`src/rtl/proc_send_multi.sv`:
```
// proc_send_multi: round-robin send/ack handshake over N_CH channels.
// One channel is served at a time. A shared data word goes out with each
// request and advances by one after every completed handshake.
// Optional feature: define PROC_TIMEOUT_EN to abandon a request that is not
// acked within TMO_CYC cycles and record it in a sticky per-channel err flag.
//
// state | meaning
// IDLE  | no transfer; picks the next enabled channel at or above ptr
// REQ   | send[ch_sel] high, dado stable, waiting for ack[ch_sel]
// REL   | send low, waiting for ack[ch_sel] to drop before completing

module proc_send_multi #(
    parameter int N_CH    = 2,
    parameter int DATA_W  = 16,
    parameter int TMO_CYC = 64,
    localparam int CH_W   = (N_CH > 1) ? $clog2(N_CH) : 1
) (
    input  logic              clk,
    input  logic              rst,
    input  logic [N_CH-1:0]   en,
    input  logic [N_CH-1:0]   ack,
    output logic [N_CH-1:0]   send,
    output logic [DATA_W-1:0] dado,
    output logic [CH_W-1:0]   ch_sel,
    output logic [N_CH-1:0]   err
);

    typedef enum logic [1:0] {IDLE, REQ, REL} state_t;

    state_t            state_q, state_d;
    logic [N_CH-1:0]   send_q, send_d;
    logic [DATA_W-1:0] dado_q, dado_d;
    logic [CH_W-1:0]   ch_sel_q, ch_sel_d;
    logic [CH_W-1:0]   ptr_q, ptr_d;

    logic              found;
    logic [CH_W-1:0]   pick;
    int                idx;
    logic              ack_sel;
    logic [CH_W-1:0]   ptr_next;

`ifdef PROC_TIMEOUT_EN
    localparam int TW = (TMO_CYC > 1) ? $clog2(TMO_CYC) : 1;
    logic [TW-1:0]     tmo_q, tmo_d;
    logic [N_CH-1:0]   err_q, err_d;
    logic              tmo_hit;

    assign tmo_hit = (tmo_q == TW'(TMO_CYC - 1));
`endif

    // Round-robin search: first enabled channel at or above ptr, wrapping.
    always_comb begin
        found = 1'b0;
        pick  = '0;
        idx   = 0;
        for (int i = 0; i < N_CH; i++) begin
            idx = int'(ptr_q) + i;
            if (idx >= N_CH) idx = idx - N_CH;
            if (!found && en[idx]) begin
                found = 1'b1;
                pick  = CH_W'(idx);
            end
        end
    end

    // Only the served channel's ack matters; next ptr is one past it.
    assign ack_sel  = ack[ch_sel_q];
    assign ptr_next = (int'(ch_sel_q) == N_CH - 1) ? '0 : ch_sel_q + CH_W'(1);

    // Next-state and next-output logic for the handshake FSM.
    always_comb begin
        state_d  = state_q;
        send_d   = send_q;
        dado_d   = dado_q;
        ch_sel_d = ch_sel_q;
        ptr_d    = ptr_q;
`ifdef PROC_TIMEOUT_EN
        tmo_d    = tmo_q;
        err_d    = err_q;
`endif
        case (state_q)
            IDLE: begin
                if (found) begin
                    ch_sel_d     = pick;
                    send_d       = '0;
                    send_d[pick] = 1'b1;
                    state_d      = REQ;
`ifdef PROC_TIMEOUT_EN
                    tmo_d        = '0;
`endif
                end
            end
            REQ: begin
                if (ack_sel) begin
                    send_d  = '0;
                    state_d = REL;
                end
`ifdef PROC_TIMEOUT_EN
                else if (tmo_hit) begin
                    // Abandon without advancing dado so the word is re-offered.
                    send_d          = '0;
                    err_d[ch_sel_q] = 1'b1;
                    ptr_d           = ptr_next;
                    state_d         = IDLE;
                end else begin
                    tmo_d = tmo_q + TW'(1);
                end
`endif
            end
            REL: begin
                if (!ack_sel) begin
                    dado_d  = dado_q + DATA_W'(1);
                    ptr_d   = ptr_next;
                    state_d = IDLE;
                end
            end
            default: state_d = IDLE;
        endcase
    end

    // State and output registers; reset drops send immediately.
    always_ff @(posedge clk or negedge rst) begin
        if (!rst) begin
            state_q  <= IDLE;
            send_q   <= '0;
            dado_q   <= '0;
            ch_sel_q <= '0;
            ptr_q    <= '0;
`ifdef PROC_TIMEOUT_EN
            tmo_q    <= '0;
            err_q    <= '0;
`endif
        end else begin
            state_q  <= state_d;
            send_q   <= send_d;
            dado_q   <= dado_d;
            ch_sel_q <= ch_sel_d;
            ptr_q    <= ptr_d;
`ifdef PROC_TIMEOUT_EN
            tmo_q    <= tmo_d;
            err_q    <= err_d;
`endif
        end
    end

    assign send   = send_q;
    assign dado   = dado_q;
    assign ch_sel = ch_sel_q;
`ifdef PROC_TIMEOUT_EN
    assign err    = err_q;
`else
    assign err    = '0;
`endif

endmodule

```
`config.mk`:
```
export PLATFORM = sky130hd
export DESIGN_NAME = proc_send_multi
export DESIGN_NICKNAME = d
export VERILOG_FILES = /design/src/rtl/proc_send_multi.sv
export SDC_FILE = /design/constraint.sdc
export NUM_CORES = 1
export LEC_CHECK = 0
export CORE_MARGIN = 3
export CORE_UTILIZATION = 49
export CTS_BUF_LIST = sky130_fd_sc_hd__clkbuf_8
export DETAILED_ROUTE_END_ITERATION = 8
export GPL_TIMING_DRIVEN = 0
export PLACE_DENSITY = 0.81
export SYNTH_ARGS = -nofsm -noshare
export SYNTH_HDL_FRONTEND = slang
export SYNTH_SLANG_ARGS = --single-unit
```
`constraint.sdc`:
```
create_clock -name clk -period 1.9 [get_ports clk]
set_input_delay 0.38 -clock clk [delete_from_list [all_inputs] [get_ports clk]]
set_output_delay 0.38 -clock clk [all_outputs]
set_load 0.01 [all_outputs]
```
# Word level (Yosys, flattened, before mapping)
# Cells that the tools add are included.
word_totals:
  ff_bits: 22
  input_bits: 6
classes:
  add_sub_neg: 5
  magnitude_cmp: 7
  eq_ne: 5
  muxes: 24
  bitwise_logic: 1
  n_reduce_logical: 9
op_table:
  columns: ["op", "count"]
  rows:
  - ["$lt A32 B3 Y1 const B", 2]
  - ["$mux W32", 2]
  - ["$add A16 B1 Y16 const B", 1]
  - ["$mux W1", 14]
  - ["$mux W2", 5]
  - ["$ne A2 B2 Y1 const B", 3]
  - ["$pmux W2 S3", 1]
  - ["$reduce_and A3 Y1", 2]
  - ["$lt A1 B2 Y1 const B", 2]
  - ["$pmux W2 S2", 1]
  - ["$reduce_and A2 Y1", 2]
  - ["$sub A1 B2 Y3 const B", 1]
  - ["$sub A2 B2 Y3 const B", 1]
  - ["$add A1 B1 Y2 const B", 1]
  - ["$eq A2 B1 Y1 const B", 1]
  - ["$eq A2 B2 Y1 const B", 1]
  - ["$ge A1 B2 Y1 const B", 1]
  - ["$ge A2 B2 Y1 const B", 1]
  - ["$logic_and A1 B1 Y1", 2]
  - ["$logic_not A2 Y1", 1]
  - ["$reduce_bool A2 Y1", 1]
  - ["$add A1 B1 Y1 const B", 1]
  - ["$demux W1 S1", 1]
  - ["$ge A1 B1 Y1 const B", 1]
  - ["2 further kinds", 2]

# Longest topological paths before layout
# Gate-level depths: netlist (run 1).
depth:
  word_depth: 15
  ltp_mapped: 4
  depth_no_buf: 4

# Least setup slack after synthesis (run 1)
# No wires, ideal clock.
synth_path:
  path_type: "register to register"
  from: "register ch_sel_q, in the netlist ch_sel"
  to: "register dado_q[1], in the netlist dado[1]"
  setup_ns: 0.125
  arrival_ns: 1.474
  required_ns: 1.775
  path_slack_ns: 0.301
  stages_incl_launch_ff: 4
  path_buffers: 0
  path_cell_list: "dfrtp_1 -> mux2_4 -> nor2_1 -> mux2_2"
synth_between:
  elab_chain_cells: 4
synth_lines:
  columns: ["element", "line", "text"]
  rows:
  - ["from (decl)", "33", "logic [CH_W-1:0] ch_sel_q, ch_sel_d;"]
  - ["from (signal assigned)", "137", "ch_sel_q <= ch_sel_d;"]
  - ["$mux W1 (implied by the code) (2 in a row)", "67", "assign ack_sel = ack[ch_sel_q];"]
  - ["$not A1 Y1 (no source line)", null, null]
  - ["$reduce_and A2 Y1 (no source line)", null, null]
  - ["to (signal assigned)", "136", "dado_q <= dado_d;"]
  - ["to (decl)", "32", "logic [DATA_W-1:0] dado_q, dado_d;"]
# Every way passes these cells. The select of a mux whose other input is x is not followed.
# A chain may end at the register's enable or synchronous reset.

# Worst setup path in the final report (run 1)
layout_path:
  from: "input port ack[0]"
  to: "register dado_q[15], in the netlist dado[15]"
layout_between:
  elab_chain_cells: 4
layout_lines:
  columns: ["element", "line", "text"]
  rows:
  - ["from (decl)", "21", "input logic [N_CH-1:0] ack,"]
  - ["$mux W1 (implied by the code) (2 in a row)", "67", null]
  - ["$not A1 Y1 (no source line)", null, null]
  - ["$reduce_and A2 Y1 (no source line)", null, null]
# Every way passes these cells. The select of a mux whose other input is x is not followed.

==> metrics.md, run 1 <==
| Metric | Value |
|---|---|
| Status | `finished clean` |
| Worst R2R Path Depth | `4` |
| Total GRT Usage | `18.0%` |
| Htree depth | `1` |
| Dpl ws | `-115 ps` |
| CTS Hold Bufs | `0` |
| Achievable frequency | `0.573 GHz` |
| Via count | `799` |
| CP endpoint kind | `register` |
| Setup repair after global routing missed its margin | `no` |
| Syn Inst Count | `92` |
| CTS tree | `built` |
| Most frequent cells in the layout | `clkdlybuf4s50_1, dfrtp_1, xnor2_1` |
| Die Width | `51.7 um` |
| Share of cells above drive strength 1 | `8.26%` |
| Num CTS Buffers | `3` |
| CP Launch Type | `input pin` |
| Core footprint | `0.00184 mm^2` |
| Fill count | `139` |
| Slew headroom | `35.7%` |
| Syn_area_per_cell | `11.1 um^2` |
| Total power draw | `1580 uW` |
| Wire length of the first global-routing pass | `3530 um` |
| Die height | `51.7 um` |
| Reg2Reg Setup Slack | `210 ps` |
| Drt total wl | `2030 um` |
| Crit path DAT | `1920 ps` |
| Max-slew violations | `0` |
| GRT Residual Overflow | `0` |
| DR vias/cell | `5.47` |
| Routed len/inst | `13.9 um` |
| PortBufs | `24` |
| Hold Fails Final Rpt | `0` |
| RePlAce Congestion | `0.750` |
| Synthesized cell area | `0.00102 mm^2` |
| FF+latch count, synth | `22` |
| PD cells | `1150 mW/mm^2` |
| Syn-to-layout area delta | `33.9%` |
| Antenna Cells | `0` |
| Drc violations | `0` |
| Pleak | `0.000590 uW` |
| Yosys warns | `0` |
| Initial DRC Count | `16` |
| Clk slew on worst S/H paths | `80 ps` |
| Fin nets | `129` |
| Slew @ Worst Pin | `961 ps` |
| Commonest non-fill, non-tap cell in the layout | `clkdlybuf4s50_1` |
| Post-synthesis cell type count | `27` |
| Initial antenna violation count | `0` |
| Clock Sinks | `22` |
| Final setup margin | `156 ps` |
| Vias in the first global route | `810` |
| Finished Core Util | `74.4%` |
| Final hold slack | `506 ps` |
| Maximum VDD drop | `0.000915 V` |
| Hpwl dp | `1510 um` |
| Remaining antenna violation count | `0` |
| IO Pins | `27` |
| Setup Buffers After CTS | `0` |
| Largest net degree at the start of global routing | `23` |
| Clk_lat worst skew | `260 ps` |
| Worst Path Required | `2070 ps` |
| Cts repair resizes | `0` |
| Tcrit/Tclk final | `91.8%` |
| Crit Path Class | `in2reg` |
| Clk buf depth | `2` |
| Clock skew | `2.57 ps` |
| Max-Cap Viols | `0` |
| Crit path max fanout | `6` |
| Hold path depth | `1` |
| Register area share after synthesis | `53.9%` |
| Clock root buffer | `clkbuf_8` |
| Total negative slack | `0 ps` |
| Final Critical Period | `1740 ps` |
| Setup violators final | `0` |
| Initial Util | `55.6%` |
| Hold crit path type | `reg2reg` |
| Detailed Routing Iterations Pass 1 | `4` |
| Rows | `15` |
| Full die area | `0.00267 mm^2` |
## worst max-delay path: stages
cell             delay [ps]
clkdlybuf4s50_1         420
mux2_4                  310
nor4_4                  430
nand4_1                 180
xnor2_1                 200
## per-layer routing
metal | up-vias | track usage (%) | share of wire [%]
met5 | - | 0 | 0
li1 | 384 | - | -
met4 | 0 | 8.73 | 0.84
met1 | 381 | 20.8 | 43
met2 | 32 | 31.4 | 50
met3 | 2 | 3.72 | 6.1
## sequential cells by signal, summed over array words and instances, names as in the netlist
signal / count
dado: 16
send: 2
state_q: 2
ptr_q: 1
ch_sel: 1
## stage by stage
| step | std cells | cell area, um^2 |
|---|---|---|
| 6_report | 146 | 1370 |
| 3_3_place_gp | 142 | 1300 |
| 2_1_floorplan | 93 | 1030 |
| 4_1_cts | 146 | 1370 |
| 5_1_grt | 146 | 1370 |
| 3_5_place_dp | 142 | 1300 |
## power by group
group,internal [uW],total (uW),switching (uW)
registers,564,691,127
logic,251,460,210
clock network,281,425,144
## cells in the mapped netlist, drive strengths merged
master	instances	area [um^2]
a21oi	6	30.0
a311oi	1	8.76
a31oi	1	6.26
and3	2	12.5
and4	2	17.5
buf	2	15.0
conb	1	3.75
dfrtp	22	551
ha	1	12.5
inv	2	7.51
mux2	2	26.3
mux2i	1	10.0
nand2	7	26.3
nand2b	1	6.26
nand3	4	20.0
nand4	7	43.8
nor2	6	22.5
nor2b	2	12.5
nor3	2	10.0
nor4	1	21.3
o21a	1	7.51
o22ai	1	6.26
or2	1	6.26
or2b	1	7.51
xnor2	11	96.3
xor2	4	35.0
## worst paths after layout
check | startpoint | end
worst max register to register | ch_sel$_DFFE_PN0P_ | dado[15]$_DFFE_PN0P_
max in group asynchronous | rst | dado[1]$_DFFE_PN0P_
worst max-delay path | ack[0] | dado[15]$_DFFE_PN0P_
min in group asynchronous | rst | dado[10]$_DFFE_PN0P_
worst min-delay path | dado[12]$_DFFE_PN0P_ | dado[12]$_DFFE_PN0P_
worst min register to register | dado[12]$_DFFE_PN0P_ | dado[12]$_DFFE_PN0P_
## area by class of cell
type / count / area, um^2 / share of cell area [%]
Buffer: 2 / 15.0 / 1.10
Timing Repair Buffer: 24 / 240 / 17.6
Clock buffer: 3 / 41.3 / 3.02
Sequential cell: 22 / 551 / 40.2
Inverter: 2 / 7.51 / 0.548
Multi-Input combinational cell: 67 / 453 / 33.1
Clock inverter: 1 / 30.0 / 2.19
Tap cell: 25 / 31.3 / 2.29
## cells by family after synthesis
logic type | count (synthesis) | synth area share, %
buffers and inverters | 4 | 2.20
adders and majority gates | 1 | 1.22
and+or+nand+nor | 36 | 20.2
other | 1 | 0.367
muxes | 3 | 3.55
DFF | 22 | 53.9
xor gates and xnor gates | 15 | 12.9
AOI/OAI and AO/OA | 10 | 5.75
(Power assumes the default switching activity.)
==> inputs of run 2 (changes only) <==
--- a/config.mk
+++ b/config.mk
@@ -5,7 +5,7 @@
 export SDC_FILE = /design/constraint.sdc
 export NUM_CORES = 1
 export LEC_CHECK = 0
-export CORE_MARGIN = 3
+export CORE_MARGIN = 2
 export CORE_UTILIZATION = 49
 export CTS_BUF_LIST = sky130_fd_sc_hd__clkbuf_8
 export DETAILED_ROUTE_END_ITERATION = 8
==> metrics.md, run 2 (synthesized netlist as in run 1, its figures left out) <==
| Metric | Value |
|---|---|
| Max-Cap Viols | `0 (unchanged)` |
| Num CTS Buffers | `3 (unchanged)` |
| PD cells | `1090 mW/mm^2 (-5.2%)` |
| Slew headroom | `35.0% (-0.71 points)` |
| Share of cells above drive strength 1 | `8.26% (unchanged)` |
| Status | `finished clean` |
| IO Pins | `27 (unchanged)` |
| Register Area | `551 um^2 (unchanged)` |
| Vias in the first global route | `831 (+2.6%)` |
| Final setup margin | `150 ps (-5.87 ps)` |
| Rows | `16 (+1)` |
| Largest net degree at the start of global routing | `23 (unchanged)` |
| Critical path startpoint | `ack[0]` |
| Antenna Cells | `0 (unchanged)` |
| Hold Crit Start | `dado[15]$_DFFE_PN0P_` |
| Area after DPL | `0.00130 mm^2 (+0.19%)` |
| Htree depth | `1 (unchanged)` |
| GRT Residual Overflow | `0 (unchanged)` |
| Die height | `49.7 um (-3.9%)` |
| Crit path max fanout | `7 (+1)` |
| Achievable frequency | `0.571 GHz (-0.34%)` |
| CP cell instances | `clkdlybuf4s50_1 > mux2_4 > nor2_1 > mux2_2` |
| Initial Util | `52.1% (-3.5 points)` |
| Hold Fails Final Rpt | `0 (unchanged)` |
| Fill count | `179 (+29%)` |
| Max FFs per register | `16 (unchanged)` |
| CP Launch Type | `input pin` |
| Routed len/inst | `13.5 um (-3.0%)` |
| Multi-input gate area | `453 um^2 (unchanged)` |
| Final Critical Period | `1750 ps (+5.87 ps)` |
| CP endpoint kind | `register` |
| Hpwl dp | `1520 um (+0.90%)` |
| DR vias/cell | `5.40 (-1.4%)` |
| Drc violations | `0 (unchanged)` |
| Clk slew on worst S/H paths | `80 ps (about the same)` |
| Maximum VDD drop | `0.000786 V (-14%)` |
| Clk buf depth | `2 (unchanged)` |
| Via count | `799 (unchanged)` |
| Full die area | `0.00247 mm^2 (-7.6%)` |
| Finished Core Util | `69.1% (-5.4 points)` |
| Clock root buffer | `clkbuf_8` |
| Setup Buffers After CTS | `0 (unchanged)` |
| Total negative slack | `0 ps (unchanged)` |
| Commonest non-fill, non-tap cell in the layout | `clkdlybuf4s50_1` |
| CTS Hold Bufs | `0 (unchanged)` |
| Max incr delay on CP | `420 ps (about the same)` |
| Tcrit/Tclk final | `92.1% (+0.31 points)` |
| Initial antenna violation count | `0 (unchanged)` |
| Drt total wl | `1990 um (-1.7%)` |
| Crit Path Class | `in2reg` |
| Slew @ Worst Pin | `972 ps (+10.6 ps)` |
| Setup violators final | `0 (unchanged)` |
| Worst Path Required | `2050 ps (-20 ps)` |
| Remaining antenna violation count | `0 (unchanged)` |
| Core footprint | `0.00196 mm^2 (+6.7%)` |
| Crit path DAT | `1900 ps (-20 ps)` |
| Total GRT Usage | `19.1% (+1.1 points)` |
| Initial DRC Count | `10 (-6)` |
| Detailed Routing Iterations Pass 1 | `4 (unchanged)` |
| Cts repair resizes | `0 (unchanged)` |
| Slowest cell on crit path | `clkdlybuf4s50_1` |
| PortBufs | `24 (unchanged)` |
| Clock Sinks | `22 (unchanged)` |
| Syn-to-layout area delta | `32.6%` |
| Hold crit path type | `reg2reg` |
| Clock skew | `0.880 ps (-1.69 ps)` |
| Most frequent cells in the layout | `clkdlybuf4s50_1, dfrtp_1, xnor2_1` |
| Fin nets | `129 (unchanged)` |
| Dpl ws | `-143 ps (-28.6 ps)` |
| Clk_lat worst skew | `260 ps (about the same)` |
| Final Cell Area | `0.00136 mm^2 (-1.0%)` |
| Die Width | `49.7 um (-3.9%)` |
| RePlAce Congestion | `0.758 (+1.1%)` |
| CTS tree | `built` |
| Pleak | `0.000583 uW (-1.2%)` |
| Wire length of the first global-routing pass | `3550 um (+0.59%)` |
| Worst R2R Start | `ch_sel$_DFFE_PN0P_` |
| Max-slew violations | `0 (unchanged)` |
| Setup repair after global routing missed its margin | `no` |
==> run 2: worst paths after layout <==
kind,to,slack (ps),cells past startpoint
setup / recovery,dado[1]$_DFFE_PN0P_,150,4
hold / removal,dado[15]$_DFFE_PN0P_,490,1
setup reg to reg,dado[1]$_DFFE_PN0P_,200,3
hold reg to reg,dado[15]$_DFFE_PN0P_,490,1
max in group asynchronous,dado[1]$_DFFE_PN0P_,660,1
min in group asynchronous,dado[9]$_DFFE_PN0P_,650,1
==> run 2: layout make-up <==
class | instances | share of cell area, %
repair buffers | 24 | 17.7
well taps | 27 | 2.49
flip-flops and latches | 22 | 40.6
inverters | 2 | 0.554
multi-input cells | 67 | 33.4
clock buffers | 4 | 4.06
plain buffers | 2 | 1.11
==> run 2: where the power goes <==
| part | internal (uW) | switching, uW | leakage (uW) |
|---|---|---|---|
| Combinational | 250 | 208 | 0.000272 |
| Sequential | 564 | 122 | 0.000283 |
| Clock | 185 | 151 | 0.0000288 |
==> run 2: metal layers <==
layer | global-route usage, % | routed length, um | vias to the layer above
li1 | - | - | 375
met1 | 21.7 | 816 | 393
met2 | 33.1 | 1020 | 26
met3 | 4.55 | 105 | 5
met4 | 9.72 | 44 | 0
met5 | 0 | 0 | -
==> run 2: per-stage QoR <==
stage	power (uW)	std cells	hold slack [ps]
finish	1480	148	493
CTS	1490	148	503
global route	1580	148	524
floorplan	941	93	84.4
global placement	1140	144	461
detailed placement	1160	144	488
==> run 2: worst max-delay path, delay by kind of cell <==
kind	cells	cell delay, ps
buffers and inverters	1	420
multiplexers	2	700
AND/OR/NAND/NOR	1	410
==> inputs of run 3 (changes only) <==
--- a/config.mk
+++ b/config.mk
@@ -5,6 +5,7 @@
 export SDC_FILE = /design/constraint.sdc
 export NUM_CORES = 1
 export LEC_CHECK = 0
+export CAP_MARGIN = 20
 export CORE_MARGIN = 2
 export CORE_UTILIZATION = 49
 export CTS_BUF_LIST = sky130_fd_sc_hd__clkbuf_8
==> results of run 3 <==
The final DEF is identical to that of run 2; final timing and power are the same.
